--- src/rtl/cpu_pkg.sv ---
`default_nettype none
// ============================================================================
//  Module      : cpu_pkg
//  Description : Shared ALU opcode and operand-select encodings.
//  Revision    : 1.0 - initial release
// ============================================================================
package cpu_pkg;

    localparam logic [4:0] ALUOp_nop   = 5'd0;
    localparam logic [4:0] ALUOp_lui   = 5'd1;
    localparam logic [4:0] ALUOp_auipc = 5'd2;
    localparam logic [4:0] ALUOp_add   = 5'd3;
    localparam logic [4:0] ALUOp_sub   = 5'd4;

    typedef enum logic [1:0] {
        ASEL_RS1  = 2'b00,
        ASEL_PC   = 2'b01,
        ASEL_ZERO = 2'b10,
        ASEL_RSVD = 2'b11
    } a_sel_e;

    typedef enum logic {
        BSEL_RS2 = 1'b0,
        BSEL_IMM = 1'b1
    } b_sel_e;

endpackage
`default_nettype wire

--- src/rtl/id_ex_stage_if.sv ---
`default_nettype none
// ============================================================================
//  Module      : id_ex_stage_if
//  Description : Decode-side, forwarding and execute-side bundle of the ID/EX stage.
//  Revision    : 1.0 - initial release
// ============================================================================
interface id_ex_stage_if #(
    parameter int XLEN = 32
);
    import cpu_pkg::*;

    logic                   in_valid;
    logic                   in_ready;
    logic [XLEN-1:0]        in_pc;
    logic [XLEN-1:0]        in_rs1_data;
    logic [XLEN-1:0]        in_rs2_data;
    logic [XLEN-1:0]        in_imm;
    logic [4:0]             in_rs1;
    logic [4:0]             in_rs2;
    logic [4:0]             in_rd;
    logic [4:0]             in_alu_op;
    logic [1:0]             in_a_sel;
    logic                   in_b_sel;
    logic                   in_reg_write;
    logic                   flush;
    logic                   exmem_reg_write;
    logic [4:0]             exmem_rd;
    logic [XLEN-1:0]        exmem_result;
    logic                   memwb_reg_write;
    logic [4:0]             memwb_rd;
    logic [XLEN-1:0]        memwb_result;
    logic                   out_valid;
    logic                   out_ready;
    logic signed [XLEN-1:0] A;
    logic signed [XLEN-1:0] B;
    logic [4:0]             ALUOp;
    logic [4:0]             out_rd;
    logic                   out_reg_write;

    modport master (
        output in_valid, in_pc, in_rs1_data, in_rs2_data, in_imm,
               in_rs1, in_rs2, in_rd, in_alu_op, in_a_sel, in_b_sel,
               in_reg_write, flush,
               exmem_reg_write, exmem_rd, exmem_result,
               memwb_reg_write, memwb_rd, memwb_result, out_ready,
        input  in_ready, out_valid, A, B, ALUOp, out_rd, out_reg_write
    );

    modport slave (
        input  in_valid, in_pc, in_rs1_data, in_rs2_data, in_imm,
               in_rs1, in_rs2, in_rd, in_alu_op, in_a_sel, in_b_sel,
               in_reg_write, flush,
               exmem_reg_write, exmem_rd, exmem_result,
               memwb_reg_write, memwb_rd, memwb_result, out_ready,
        output in_ready, out_valid, A, B, ALUOp, out_rd, out_reg_write
    );

endinterface
`default_nettype wire

--- src/rtl/fwd_mux.sv ---
`default_nettype none
// ============================================================================
//  Module      : fwd_mux
//  Description : Resolves one source operand from EX/MEM, MEM/WB or the register
//                file. Forwarding is built only when ID_EX_FWD_EN is defined.
//  Revision    : 1.0 - initial release
// ============================================================================
module fwd_mux
    import cpu_pkg::*;
#(
    parameter int XLEN = 32
) (
    input  wire logic [4:0]      i_idx,
    input  wire logic [XLEN-1:0] i_reg_data,
    input  wire logic            i_exmem_we,
    input  wire logic [4:0]      i_exmem_rd,
    input  wire logic [XLEN-1:0] i_exmem_data,
    input  wire logic            i_memwb_we,
    input  wire logic [4:0]      i_memwb_rd,
    input  wire logic [XLEN-1:0] i_memwb_data,
    output logic      [XLEN-1:0] o_data
);

`ifdef ID_EX_FWD_EN
    logic w_hit_exmem;
    logic w_hit_memwb;

    // x0 is hard-wired zero, so a producer targeting it must never be forwarded
    assign w_hit_exmem = (i_idx != 5'd0) && i_exmem_we && (i_exmem_rd == i_idx);
    assign w_hit_memwb = (i_idx != 5'd0) && i_memwb_we && (i_memwb_rd == i_idx);

    always_comb begin
        o_data = i_reg_data;
        if (w_hit_exmem) begin
            o_data = i_exmem_data;
        end else if (w_hit_memwb) begin
            o_data = i_memwb_data;
        end
    end
`else
    logic w_unused;
    assign w_unused = ^{i_idx, i_exmem_we, i_exmem_rd, i_exmem_data,
                        i_memwb_we, i_memwb_rd, i_memwb_data};
    assign o_data   = i_reg_data;
`endif

endmodule
`default_nettype wire

--- src/rtl/id_ex_stage.sv ---
`default_nettype none
// ============================================================================
//  Module      : id_ex_stage
//  Description : ID/EX pipeline register with operand selection, optional
//                forwarding (ID_EX_FWD_EN), stall and flush.
//  Revision    : 1.0 - initial release
// ============================================================================
module id_ex_stage
    import cpu_pkg::*;
#(
    parameter int XLEN = 32
) (
    input  wire logic     clk,
    input  wire logic     rst,
    id_ex_stage_if.slave  bus
);

    logic            w_in_ready;
    logic            w_capture;
    logic [XLEN-1:0] w_rs1_val;
    logic [XLEN-1:0] w_rs2_val;
    logic [XLEN-1:0] w_a_next;
    logic [XLEN-1:0] w_b_next;

    logic            r_out_valid;
    logic [XLEN-1:0] r_a;
    logic [XLEN-1:0] r_b;
    logic [4:0]      r_alu_op;
    logic [4:0]      r_rd;
    logic            r_reg_write;

    assign w_in_ready = !r_out_valid || bus.out_ready;
    assign w_capture  = bus.in_valid && w_in_ready && !bus.flush;

    fwd_mux #(.XLEN(XLEN)) u_fwd_rs1 (
        .i_idx        (bus.in_rs1),
        .i_reg_data   (bus.in_rs1_data),
        .i_exmem_we   (bus.exmem_reg_write),
        .i_exmem_rd   (bus.exmem_rd),
        .i_exmem_data (bus.exmem_result),
        .i_memwb_we   (bus.memwb_reg_write),
        .i_memwb_rd   (bus.memwb_rd),
        .i_memwb_data (bus.memwb_result),
        .o_data       (w_rs1_val)
    );

    fwd_mux #(.XLEN(XLEN)) u_fwd_rs2 (
        .i_idx        (bus.in_rs2),
        .i_reg_data   (bus.in_rs2_data),
        .i_exmem_we   (bus.exmem_reg_write),
        .i_exmem_rd   (bus.exmem_rd),
        .i_exmem_data (bus.exmem_result),
        .i_memwb_we   (bus.memwb_reg_write),
        .i_memwb_rd   (bus.memwb_rd),
        .i_memwb_data (bus.memwb_result),
        .o_data       (w_rs2_val)
    );

    always_comb begin
        w_a_next = '0;
        case (bus.in_a_sel)
            ASEL_RS1: w_a_next = w_rs1_val;
            ASEL_PC:  w_a_next = bus.in_pc;
            default:  w_a_next = '0;
        endcase
        w_b_next = (bus.in_b_sel == BSEL_IMM) ? bus.in_imm : w_rs2_val;
    end

    // Flush outranks capture; payload registers hold whenever nothing is captured
    always_ff @(posedge clk or posedge rst) begin
        if (rst) begin
            r_out_valid <= 1'b0;
            r_a         <= '0;
            r_b         <= '0;
            r_alu_op    <= ALUOp_nop;
            r_rd        <= 5'd0;
            r_reg_write <= 1'b0;
        end else if (bus.flush) begin
            r_out_valid <= 1'b0;
        end else if (w_capture) begin
            r_out_valid <= 1'b1;
            r_a         <= w_a_next;
            r_b         <= w_b_next;
            r_alu_op    <= bus.in_alu_op;
            r_rd        <= bus.in_rd;
            r_reg_write <= bus.in_reg_write;
        end else if (bus.out_ready) begin
            r_out_valid <= 1'b0;
        end
    end

    assign bus.in_ready      = w_in_ready;
    assign bus.out_valid     = r_out_valid;
    assign bus.A             = r_a;
    assign bus.B             = r_b;
    assign bus.ALUOp         = r_alu_op;
    assign bus.out_rd        = r_rd;
    assign bus.out_reg_write = r_reg_write;

endmodule
`default_nettype wire

--- src/flat_wrapper.sv ---
// flat-port wrapper written by rule: the top's interface ports become plain ports
module id_ex_stage_flat import cpu_pkg::*;
#(
    parameter int XLEN = 32
)
  (clk, rst, bus_in_valid, bus_in_pc, bus_in_rs1_data, bus_in_rs2_data, bus_in_imm, bus_in_rs1, bus_in_rs2, bus_in_rd, bus_in_alu_op, bus_in_a_sel, bus_in_b_sel, bus_in_reg_write, bus_flush, bus_exmem_reg_write, bus_exmem_rd, bus_exmem_result, bus_memwb_reg_write, bus_memwb_rd, bus_memwb_result, bus_out_ready, bus_in_ready, bus_out_valid, bus_A, bus_B, bus_ALUOp, bus_out_rd, bus_out_reg_write);
  id_ex_stage_if #(.XLEN(XLEN)) bus_i ();
  input  wire logic clk;
  input  wire logic rst;
  input wire logic [$bits(bus_i.in_valid)-1:0] bus_in_valid;
  input wire logic [$bits(bus_i.in_pc)-1:0] bus_in_pc;
  input wire logic [$bits(bus_i.in_rs1_data)-1:0] bus_in_rs1_data;
  input wire logic [$bits(bus_i.in_rs2_data)-1:0] bus_in_rs2_data;
  input wire logic [$bits(bus_i.in_imm)-1:0] bus_in_imm;
  input wire logic [$bits(bus_i.in_rs1)-1:0] bus_in_rs1;
  input wire logic [$bits(bus_i.in_rs2)-1:0] bus_in_rs2;
  input wire logic [$bits(bus_i.in_rd)-1:0] bus_in_rd;
  input wire logic [$bits(bus_i.in_alu_op)-1:0] bus_in_alu_op;
  input wire logic [$bits(bus_i.in_a_sel)-1:0] bus_in_a_sel;
  input wire logic [$bits(bus_i.in_b_sel)-1:0] bus_in_b_sel;
  input wire logic [$bits(bus_i.in_reg_write)-1:0] bus_in_reg_write;
  input wire logic [$bits(bus_i.flush)-1:0] bus_flush;
  input wire logic [$bits(bus_i.exmem_reg_write)-1:0] bus_exmem_reg_write;
  input wire logic [$bits(bus_i.exmem_rd)-1:0] bus_exmem_rd;
  input wire logic [$bits(bus_i.exmem_result)-1:0] bus_exmem_result;
  input wire logic [$bits(bus_i.memwb_reg_write)-1:0] bus_memwb_reg_write;
  input wire logic [$bits(bus_i.memwb_rd)-1:0] bus_memwb_rd;
  input wire logic [$bits(bus_i.memwb_result)-1:0] bus_memwb_result;
  input wire logic [$bits(bus_i.out_ready)-1:0] bus_out_ready;
  output wire logic [$bits(bus_i.in_ready)-1:0] bus_in_ready;
  output wire logic [$bits(bus_i.out_valid)-1:0] bus_out_valid;
  output wire logic [$bits(bus_i.A)-1:0] bus_A;
  output wire logic [$bits(bus_i.B)-1:0] bus_B;
  output wire logic [$bits(bus_i.ALUOp)-1:0] bus_ALUOp;
  output wire logic [$bits(bus_i.out_rd)-1:0] bus_out_rd;
  output wire logic [$bits(bus_i.out_reg_write)-1:0] bus_out_reg_write;
  assign bus_i.in_valid = bus_in_valid;
  assign bus_i.in_pc = bus_in_pc;
  assign bus_i.in_rs1_data = bus_in_rs1_data;
  assign bus_i.in_rs2_data = bus_in_rs2_data;
  assign bus_i.in_imm = bus_in_imm;
  assign bus_i.in_rs1 = bus_in_rs1;
  assign bus_i.in_rs2 = bus_in_rs2;
  assign bus_i.in_rd = bus_in_rd;
  assign bus_i.in_alu_op = bus_in_alu_op;
  assign bus_i.in_a_sel = bus_in_a_sel;
  assign bus_i.in_b_sel = bus_in_b_sel;
  assign bus_i.in_reg_write = bus_in_reg_write;
  assign bus_i.flush = bus_flush;
  assign bus_i.exmem_reg_write = bus_exmem_reg_write;
  assign bus_i.exmem_rd = bus_exmem_rd;
  assign bus_i.exmem_result = bus_exmem_result;
  assign bus_i.memwb_reg_write = bus_memwb_reg_write;
  assign bus_i.memwb_rd = bus_memwb_rd;
  assign bus_i.memwb_result = bus_memwb_result;
  assign bus_i.out_ready = bus_out_ready;
  assign bus_in_ready = bus_i.in_ready;
  assign bus_out_valid = bus_i.out_valid;
  assign bus_A = bus_i.A;
  assign bus_B = bus_i.B;
  assign bus_ALUOp = bus_i.ALUOp;
  assign bus_out_rd = bus_i.out_rd;
  assign bus_out_reg_write = bus_i.out_reg_write;
  id_ex_stage #(.XLEN(XLEN)) u_core (.clk(clk), .rst(rst), .bus(bus_i));
endmodule
--- config.mk ---
export PLATFORM = sky130hd
export DESIGN_NAME = id_ex_stage_flat
export DESIGN_NICKNAME = d
export VERILOG_FILES = /design/src/rtl/cpu_pkg.sv /design/src/rtl/id_ex_stage_if.sv /design/src/rtl/fwd_mux.sv /design/src/rtl/id_ex_stage.sv /design/src/flat_wrapper.sv
export SDC_FILE = /design/constraint.sdc
export NUM_CORES = 1
export LEC_CHECK = 0
export CORE_AREA = 2 2 122 124
export DETAILED_ROUTE_END_ITERATION = 8
export DIE_AREA = 0 0 124 126
export PLACE_DENSITY = 0.68
export SETUP_SLACK_MARGIN = 0.02
export SKIP_LAST_GASP = 1
export SYNTH_ARGS = -nofsm -noshare
export SYNTH_HDL_FRONTEND = slang
export SYNTH_SLANG_ARGS = --single-unit
--- constraint.sdc ---
create_clock -name clk -period 2.8 [get_ports clk]
set_clock_uncertainty 0.2 [all_clocks]
set_input_delay 0.42 -clock clk [delete_from_list [all_inputs] [get_ports clk]]
set_output_delay 0.42 -clock clk [all_outputs]
set_load 0.05 [all_outputs]
[After elaboration in Yosys (flattened, before gate mapping)]
Cells that the tools add are included.
Storage, ports and cells
  register bits: 76
  logic and storage cells: 21
Cells by class
  muxes and demuxes: 5
  eq/ne operators: 1
  reductions and logical operators: 8
  bitwise operators: 1
Operators by type and width (number)
  one-hot mux 32 bit (2 select lines): 1
  2-to-1 mux 32 bit: 1
  2-to-1 mux 1 bit: 3
  nonzero test 3 bit: 1
  equality test 2 x 1 -> 1 bit, second input constant: 1
  logical AND 1 bit: 2
  zero test 1 bit: 2
  zero test 2 bit: 1
  AND reduction 2 bit: 1
  logical OR 1 bit: 1
  inverter 1 bit: 1

[Depth between registers and ports, before layout]
Gate-level depths: netlist of the first run.
  depth after elaboration: 6
  gate-level depth with buffers: 5
  gate-level depth less buffers: 3

[Cells and area by module]
A second synthesis of the first run with hierarchy kept.
Second synthesis, totals
  cell total of the unflattened synthesis: 336
  area, all modules: 4279.1 µm²
By module, submodules not included
  id_ex_stage: instances 1, area an instance 3798.6 µm², cells each 272
  fwd_mux: instances 2, area an instance 240.2 µm², cells each 32

[Worst setup path after synthesis of the first run]
No wires, ideal clock.
  path kind: register to register
  start point: register u_core.r_out_valid, in the netlist u_core.bus.out_valid
  end point: register u_core.r_a[27], in the netlist u_core.bus.A[27]
  stages on the path, launching flop included: 6
  clock period less this slack: 1.935 ns
  data required time: 2.473 ns
  setup slack: 0.865 ns
  path buffers: 2
  arrival time: 1.607 ns
  path through: dfrtp_1 -> nor2b_4 -> nor3b_2 -> buf_6 -> buf_8 -> mux2_1
Between the ends
  longest elaborated chain between the ends: 5
RTL lines
  start: declaration: line id_ex_stage.sv:25  | logic r_out_valid;
  start signal: assignment: line id_ex_stage.sv:72  | r_out_valid <= 1'b0;
  start signal: assignment: line id_ex_stage.sv:79  | r_out_valid <= 1'b0;
  start signal: assignment: line id_ex_stage.sv:81  | r_out_valid <= 1'b1;
  zero test 1 bit: line id_ex_stage.sv:32  | assign w_in_ready = !r_out_valid || bus.out_ready;
  logical OR 1 bit: line id_ex_stage.sv:32
  logical AND 1 bit (2 in a row): line id_ex_stage.sv:33  | assign w_capture = bus.in_valid && w_in_ready && !bus.flush;
  AND reduction 2 bit (no source line)
  end signal: assignment: line id_ex_stage.sv:82  | r_a <= w_a_next;
  end: declaration: line id_ex_stage.sv:26  | logic [XLEN-1:0] r_a;
Every way passes these cells.
A chain may end at the register's enable or synchronous reset.

[Worst setup path after layout of the first run]
  start point: register u_core.r_b[16], in the netlist u_core.bus.B[16]
  end point: output bus_B[16]
RTL lines
  start: declaration: line id_ex_stage.sv:27  | logic [XLEN-1:0] r_b;
  start signal: assignment: line id_ex_stage.sv:83  | r_b <= w_b_next;
  end: declaration: line flat_wrapper.sv:33  | output wire logic [$bits(bus_i.B)-1:0] bus_B;
No word-level cell between the ends.

==> impl_metrics.json, run 1 <==
{
  "path_class": "reg2out",
  "nNetsFinal": 726,
  "synth_top_area_share": 0.4924,
  "antenna_found_initial": 0,
  "fin_util": 0.4631,
  "die_h_um": 126,
  "start_util": 0.2698,
  "crit_family": "buffers and inverters",
  "maxSlewViolCount": 0,
  "cts_resized": 0,
  "first_pass_iters": 4,
  "cts_root_buffer": "clkbuf_16",
  "clk_pin_slew_ns": 0.06,
  "synth-edff-count": 0,
  "p_switching_mw": 1.490,
  "rsz0062_at_grt": "no",
  "synth-simple-area-share": 0.03984,
  "cts_tree": "done",
  "cpPeakStageDelay_ns": 0.83,
  "finalCriticalPeriod_ns": 2.141,
  "dp_hpwl_um": 7699,
  "cts_buffer_depth": 2,
  "grt_pass1_wl_um": 15880,
  "outcome": "finished clean",
  "synthTopCellsByArea": "dfrtp_1 (49%), mux2_2 (17%), mux2_4 (12%)",
  "diodes": 0,
  "finalSetupViolCount": 0,
  "critPathLaunchType": "flip-flop",
  "grt_pass1_vias": 3170,
  "end_kind": "output pin",
  "ys_seq_area_frac": 0.4924,
  "yosysTopAreaCell": "dfrtp_1",
  "synthFlopType": "dfrtp_1",
  "cp_num_buf_inv": 1,
  "drt_iter0_markers": 66,
  "worst_pin_slew_ns": 0.6304,
  "cp_slowest_cell": "clkdlybuf4s50_1",
  "power_frac_seq": 0.308,
  "avgSynthCellArea_um2": 14.20,
  "ir_drop_mv": 0.5184,
  "cts_sinks": 76,
  "p_int_mw": 3.006,
  "yosys_warnings": 0,
  "async_reset_ff_frac": 1.000,
  "crit_chain": "clkdlybuf4s50_1",
  "synthXorXnorAreaFrac": 0,
  "synthAdderAreaFrac": 0,
  "synth-seq-cells": 76,
  "final_hold_viol_count": 0,
  "htree_levels": 3,
  "num_io_pins": 310,
  "synth_top_family_by_area": "multiplexers",
  "wl_per_cell_um": 14.69,
  "cp_data_arrival_time_ns": 1.52,
  "yosysMostFrequentCell": "dfrtp_1",
  "power_density_nw_per_um2": 678.3,
  "clock_power_share": 0.310,
  "dieArea_um2": 15620,
  "hold-worst-slack_ns": 0.2689,
  "maxCapViolations": 0,
  "fin_tns_setup_ns": 0,
  "core_area_um2": 14310,
  "syn_to_final_growth_pct": 71.62,
  "clock_latency_ns": 0.33,
  "final_antenna_net_count": 0,
  "routed_via_density": 4.273,
  "hold_buffers": 0,
  "syn_inst": 272,
  "routed_wl_um": 10020,
  "via_count": 2914,
  "synth_mux_area_frac": 0.4240,
  "swShare": 0.3314,
  "p_leak_nw": 2.848,
  "grt_usage": 0.1314,
  "post_cts_buffers": 0,
  "grt_max_degree": 43,
  "p_comb_frac": 0.382,
  "setup_slack_ns": 0.6586,
  "layout-drive-gt1-share": 0.2289,
  "hold_class": "in2async",
  "yosysUniqueCellTypes": 13,
  "period_share": 0.7648,
  "critical_path.max_fanout": 2,
  "relSlewSlack": 0.5792,
  "portBuffers": 223,
  "synthesis.area_um2": 3862,
  "cts_made_buffers": 9,
  "clock.fmax_ghz": 0.4670,
  "synthTopCellsByCount": "dfrtp_1 (76), mux2_2 (57), nor2_1 (34)",
  "synth_compound_area_frac": 0,
  "dp_worst_setup_slack_ns": 0.5278,
  "critPathRequiredTime_ns": 2.18,
  "drc": 0,
  "finalPower_mw": 4.497,
  "place_congestion": 0.7339,
  "rows": 44,
  "grt-ovfl-total": 0,
  "synth.net_count": 505,
  "fp.dieW_um": 124
}
path summary, 6_finish.rpt:
kind | startpoint | end | slack, ns | cells past startpoint
setup / recovery | u_core.bus.B[16]$_DFFE_PP0P_ | bus_B[16] | 0.66 | 1
min in group clk | u_core.bus.A[25]$_DFFE_PP0P_ | u_core.bus.A[25]$_DFFE_PP0P_ | 0.28 | 1
hold reg to reg | u_core.bus.A[25]$_DFFE_PP0P_ | u_core.bus.A[25]$_DFFE_PP0P_ | 0.28 | 1
hold / removal | rst | u_core.bus.ALUOp[3]$_DFFE_PP0P_ | 0.27 | 2
setup reg to reg | u_core.bus.out_valid$_DFFE_PP0P_ | u_core.bus.B[31]$_DFFE_PP0P_ | 1.02 | 4
max in group asynchronous | rst | u_core.bus.A[9]$_DFFE_PP0P_ | 1.48 | 3
metal layers:
layer  wire length [µm]  global-route usage  up-vias
met4                201             0.04957        0
met2               5205              0.2308      109
li1                   -                   -     1396
met1               3841              0.1444     1394
met3                772             0.04574       15
met5                  0                   0        -
metrics by stage:
step / std cells / instance area (µm²)
after floorplan: 272 / 3862
after global placement: 666 / 6259
after detailed placement: 666 / 6259
after CTS: 682 / 6629
after global routing: 682 / 6629
final: 682 / 6629
power by group through the flow:
stage                     Combinational, mW  Clock, mW  Sequential, mW
after global routing                   1.79       1.48            1.41
after detailed placement               1.73          0            1.40
after floorplan                       0.380          0            2.07
after global placement                 1.72          0            1.39
final                                  1.72       1.39            1.39
after CTS                              1.74       1.45            1.39
worst reg2reg max path, stage by stage (launching register included):
cell     delay (ns)
dfrtp_1        0.38
nor2b_4        0.14
nor3b_4        0.27
buf_12         0.27
mux2_2         0.41
cell type report:
type	count	area, µm²
Clock buffer	13	280.3
Clock inverter	3	90.09
Fill cell	1340	7685
Inverter	2	8.758
Multi-Input combinational cell	175	1798
Sequential cell	76	1902
Tap cell	184	230.2
Timing Repair Buffer	229	2320
cell usage in the layout (no fill, tap or decap), drive strengths merged:
master / synthesis / routed
clkdlybuf4s50: 0 / 221
mux2: 107 / 107
dfrtp: 76 / 76
nor2: 34 / 34
mux2i: 32 / 32
clkbuf: 4 / 13
buf: 15 / 8
bufinv: 0 / 3
nor2b: 1 / 1
nor3b: 1 / 1
inv: 2 / 1
clkinv: 0 / 1
cells by family (layout without fill, tap and decap cells):
| logic type | after synthesis | after routing |
|---|---|---|
| buffers and inverters | 21 | 247 |
| DFF | 76 | 76 |
| muxes | 139 | 139 |
| and+or+nand+nor | 36 | 36 |
state kept, by name, indices dropped and copies added (netlist names):
signal,flops
u_core.bus.A,32
u_core.bus.ALUOp,5
u_core.bus.B,32
u_core.bus.out_rd,5
u_core.bus.out_reg_write,1
u_core.bus.out_valid,1
No activity file was read; power rests on OpenSTA's default activity.
==> run 2: changes to the inputs <==
- CORE_AREA: 2 2 122 124 -> default
- CORE_ASPECT_RATIO: default -> 0.75
- CORE_UTILIZATION: default -> 30
- DIE_AREA: 0 0 124 126 -> default
- PLACE_DENSITY: 0.68 -> 0.77
- clock period: 2.8 -> 1.8 ns (I/O delays scaled with it)
==> impl_metrics.json, run 2 (same netlist as run 1, synthesis figures left out) <==
{
  "cts_root_buffer": "clkbuf_16",
  "power_density_nw_per_um2": 1006,
  "cts_tree": "done",
  "p_leak_nw": 2.958,
  "dieArea_um2": 13340,
  "rows": 35,
  "cp_data_arrival_time_ns": 1.78,
  "first_pass_iters": 3,
  "clk_pin_slew_ns": 0.06,
  "nNetsFinal": 732,
  "routed_via_density": 4.421,
  "final_common_cell": "clkdlybuf4s50_1",
  "cts_buffer_depth": 2,
  "hold_class": "in2async",
  "start_util": 0.3106,
  "clock.fmax_ghz": 0.5658,
  "drc": 0,
  "swShare": 0.3618,
  "core_area_um2": 12440,
  "clock_power_share": 0.267,
  "p_int_mw": 4.176,
  "seq_area_um2": 1903,
  "p_switching_mw": 2.368,
  "placedCellCount": 650,
  "relSlewSlack": 0.7150,
  "critical_path.max_fanout": 17,
  "rrSetupSlack_ns": 0.03,
  "diodes": 0,
  "period_share": 0.9819,
  "layout_common_cells": "clkdlybuf4s50_1 (145), buf_4 (77), dfrtp_1 (75)",
  "routed_wl_um": 10520,
  "via_count": 2962,
  "outcome": "finished clean",
  "final_hold_viol_count": 0,
  "power_frac_seq": 0.333,
  "cts_sinks": 76,
  "fp.dieW_um": 133.0,
  "fillers": 1095,
  "maxSlewViolCount": 0,
  "wl_per_cell_um": 15.70,
  "path_class": "reg2reg",
  "reg2reg_from": "u_core.bus.out_valid$_DFFE_PP0P_",
  "clock_latency_ns": 0.32,
  "num_io_pins": 310,
  "reg2reg_depth": 5,
  "grt_max_degree": 77,
  "multi_input_area_um2": 1805,
  "dp_hpwl_um": 7635,
  "grt-ovfl-total": 0,
  "portBuffers": 223,
  "end_kind": "flip-flop",
  "syn_to_final_growth_pct": 68.42,
  "r2r-end": "u_core.bus.B[22]$_DFFE_PP0P_",
  "maxCapViolations": 0,
  "rsz0062_at_grt": "yes",
  "stdcell_count": 670,
  "cts_made_buffers": 9,
  "finalPower_mw": 6.543,
  "finalSetupViolCount": 0,
  "final_antenna_net_count": 0,
  "grt_usage": 0.1509,
  "critPathRequiredTime_ns": 1.81,
  "hold_buffers": 0,
  "grt_pass1_wl_um": 15730,
  "drt_iter0_markers": 39,
  "layout-drive-gt1-share": 0.3929,
  "antenna_found_initial": 0,
  "finalCriticalPeriod_ns": 1.767,
  "ir_drop_mv": 0.5150,
  "critPathLaunchType": "flip-flop",
  "place_congestion": 0.7415,
  "p_comb_frac": 0.399,
  "worst_pin_slew_ns": 0.4275,
  "htree_levels": 3,
  "cp-startpoint": "u_core.bus.out_valid$_DFFE_PP0P_",
  "die_h_um": 100.3,
  "grt_pass1_vias": 3140
}
run 2: changes by cell type in the layout (fill, tap and decap cells not counted), sizes merged:
cell	change
buf	+80
clkdlybuf4s50	-76
clkinvlp	+5
bufinv	-2
clkbuf	-1
run 2: how the worst max path moves through the flow:
stage                                            to  slack, ns  cells past startpoint
floorplan           u_core.bus.ALUOp[2]$_DFFE_PP0P_      -0.05                      5
global placement       u_core.bus.A[15]$_DFFE_PP0P_      -0.29                      5
detailed placement     u_core.bus.A[25]$_DFFE_PP0P_      -0.34                      5
CTS                    u_core.bus.A[25]$_DFFE_PP0P_      -0.03                      4
global route           u_core.bus.A[14]$_DFFE_PP0P_      -0.02                      5
finish                 u_core.bus.B[22]$_DFFE_PP0P_       0.03                      5
run 2: final cells by class:
class                      instances  share of cell area
clock buffer                      10             0.03520
clock inverter                     6             0.01000
inverter                           2            0.001731
multi-input combinational        175              0.2776
sequential                        76              0.2926
tap                              166             0.03193
timing repair buffer             235              0.3510
run 2: metal layers:
layer  vias to the layer above  GRT usage  wire length, µm
met5                         -          0                0
met2                       136     0.2569             5031
met3                         8    0.06566             1055
met4                         0    0.03890               62
li1                       1402          -                -
met1                      1416     0.1741             4371
run 2: power by group through the flow:
stage	Combinational, mW	Sequential, mW	Clock, mW
floorplan	0.599	3.22	0
global placement	2.58	2.19	0
detailed placement	2.61	2.20	0
CTS	2.61	2.18	1.82
global route	2.72	2.22	1.90
finish	2.61	2.18	1.75
run 2: worst max-delay path: stages, from the launching register on:
cell	delay, ns
dfrtp_2	0.40
nor2b_4	0.13
nor3b_4	0.22
buf_12	0.17
clkbuf_16	0.21
mux2_4	0.31
run 2: per-stage QoR:
stage,cell area [µm²],utilization,hold slack [ns],TNS [ns],setup slack (ns)
after CTS,6416,0.5159,0.2097,-0.5525,-0.02862
after floorplan,3875,-,0.1327,-1.775,-0.04512
final,6505,0.5230,0.1697,0,0.03255
after detailed placement,6122,0.4923,0.2812,-23.37,-0.3406
after global placement,6122,0.4923,0.2704,-20.04,-0.2895
after global routing,6505,0.5230,0.2245,-0.3775,-0.01732
run 2: repair_timing:
item | in CTS | in global routing
setup buffers | 0 | 1
pin swaps | 0 | 1
cloned | 0 | 3
resized for setup | 0 | 1
setup endpoints to repair | 56 | 75
==> run 3: changes to the inputs <==
- CTS_CLUSTER_DIAMETER: default -> 200
- PLACE_DENSITY: 0.77 -> default
- PLACE_DENSITY_LB_ADDON: default -> 0.15
==> impl_metrics.json, run 3 (same netlist as run 1, synthesis figures left out) <==
{
  "outcome": "complete, but fails checks",
  "violations": "negative setup slack",
  "wl_per_cell_um": 15.47,
  "fp.dieW_um": 133.0,
  "finalCriticalPeriod_ns": 1.802,
  "fillers": 1062,
  "crit_chain": "nor2b_4, nor3b_4, buf_6, buf_12, clkbuf_16, mux2_4",
  "worst_pin_slew_ns": 0.2589,
  "hold-worst-slack_ns": 0.1633,
  "cts_made_buffers": 9,
  "clock_latency_ns": 0.33,
  "core_area_um2": 12440,
  "antenna_found_initial": 0,
  "fin_tns_setup_ns": -0.005259,
  "crit_family": "buffers and inverters",
  "ir_drop_mv": 0.5504,
  "grt-ovfl-total": 0,
  "path_class": "reg2reg",
  "drt_iter0_markers": 72,
  "grt_max_degree": 47,
  "stdcell_count": 683,
  "grt_usage": 0.1510,
  "via_count": 2999,
  "grt_pass1_wl_um": 15780,
  "rsz0062_at_grt": "yes",
  "clock.fmax_ghz": 0.5548,
  "critPathRequiredTime_ns": 1.81,
  "place_area_um2": 6227,
  "start_util": 0.3106,
  "diodes": 0,
  "cp_data_arrival_time_ns": 1.81,
  "cp_num_buf_inv": 3,
  "cts_tree": "done",
  "dp_hpwl_um": 7444,
  "first_pass_iters": 3,
  "htree_levels": 3,
  "relSlewSlack": 0.8274,
  "layout_common_cells": "clkdlybuf4s50_1 (145), buf_4 (79), dfrtp_1 (75)",
  "critPathLaunchType": "flip-flop",
  "placedCellCount": 659,
  "dieArea_um2": 13340,
  "finalInstanceArea_um2": 6909,
  "cts_root_buffer": "clkbuf_16",
  "cpPeakStageDelay_ns": 0.40,
  "period_share": 1.001,
  "cts_sinks": 76,
  "p_leak_nw": 3.194,
  "final_antenna_net_count": 0,
  "portBuffers": 223,
  "power_density_nw_per_um2": 995.9,
  "syn_to_final_growth_pct": 78.88,
  "layout-drive-gt1-share": 0.4391,
  "cp_slowest_cell": "dfrtp_2",
  "maxSlewViolCount": 0,
  "finalSetupViolCount": 3,
  "drc": 0,
  "place_congestion": 0.6842,
  "routed_via_density": 4.391,
  "die_h_um": 100.3,
  "finalPower_mw": 6.881,
  "setup_slack_ns": -0.002486,
  "dp_worst_setup_slack_ns": -0.3135,
  "nNetsFinal": 745,
  "end_kind": "flip-flop",
  "clk_pin_slew_ns": 0.06,
  "routed_wl_um": 10570,
  "fin_util": 0.5555,
  "hold_class": "in2async",
  "grt_pass1_vias": 3083,
  "critical_path.max_fanout": 7,
  "final_hold_viol_count": 0,
  "rows": 35,
  "final_common_cell": "clkdlybuf4s50_1",
  "maxCapViolations": 0,
  "num_io_pins": 310,
  "cts_buffer_depth": 2
}
run 3: cell count changes in the layout (fill, tap and decap cells not counted), sizes merged:
cell,change
clkinvlp,-3
buf,+9
bufinv,+1
clkbuf,+6
run 3: power breakdown:
part	internal, mW	switching, mW
combinational	1.25	1.53
sequential	2.00	0.169
clock	1.25	0.676
run 3: layer usage:
layer | vias to the layer above | part of all wire | GRT usage
met5 | - | 0 | 0
met4 | 0 | 0.0086 | 0.03979
met3 | 8 | 0.064 | 0.04798
met2 | 97 | 0.50 | 0.2670
met1 | 1460 | 0.43 | 0.1772
li1 | 1434 | - | -
run 3: path summary, 6_finish.rpt:
path | endpoint | from | slack, ns | cells past startpoint
worst max-delay path | u_core.bus.B[22]$_DFFE_PP0P_ | u_core.bus.out_valid$_DFFE_PP0P_ | -0.002 | 6
worst min-delay path | u_core.bus.B[17]$_DFFE_PP0P_ | rst | 0.16 | 3
worst max register to register | u_core.bus.B[22]$_DFFE_PP0P_ | u_core.bus.out_valid$_DFFE_PP0P_ | -0.002 | 6
worst min register to register | u_core.bus.A[20]$_DFFE_PP0P_ | u_core.bus.A[20]$_DFFE_PP0P_ | 0.29 | 1
max in group asynchronous | u_core.bus.out_valid$_DFFE_PP0P_ | rst | 0.97 | 3
min in group clk | u_core.bus.A[20]$_DFFE_PP0P_ | u_core.bus.A[20]$_DFFE_PP0P_ | 0.29 | 1
run 3: layout make-up:
type,count,area (µm²),share of cell area
Timing Repair Buffer,248,2512,0.3636
Inverter,2,11.26,0.001630
Clock buffer,12,246.5,0.03568
Sequential cell,76,1903,0.2754
Multi-Input combinational cell,175,1956,0.2831
Clock inverter,4,72.57,0.01050
Tap cell,166,207.7,0.03006
run 3: tightest hold or removal path, delay by kind of cell:
| family | cells | cell delay, ns |
|---|---|---|
| buf+inv | 3 | 0.77 |
run 3: what timing repair did:
action                                  CTS  global route
resized for setup                         1            51
buffers inserted                          0             2
endpoints found under the setup margin    4            67
cloned                                    0             6
hold buffers                              0             0
pin swaps                                 0             1
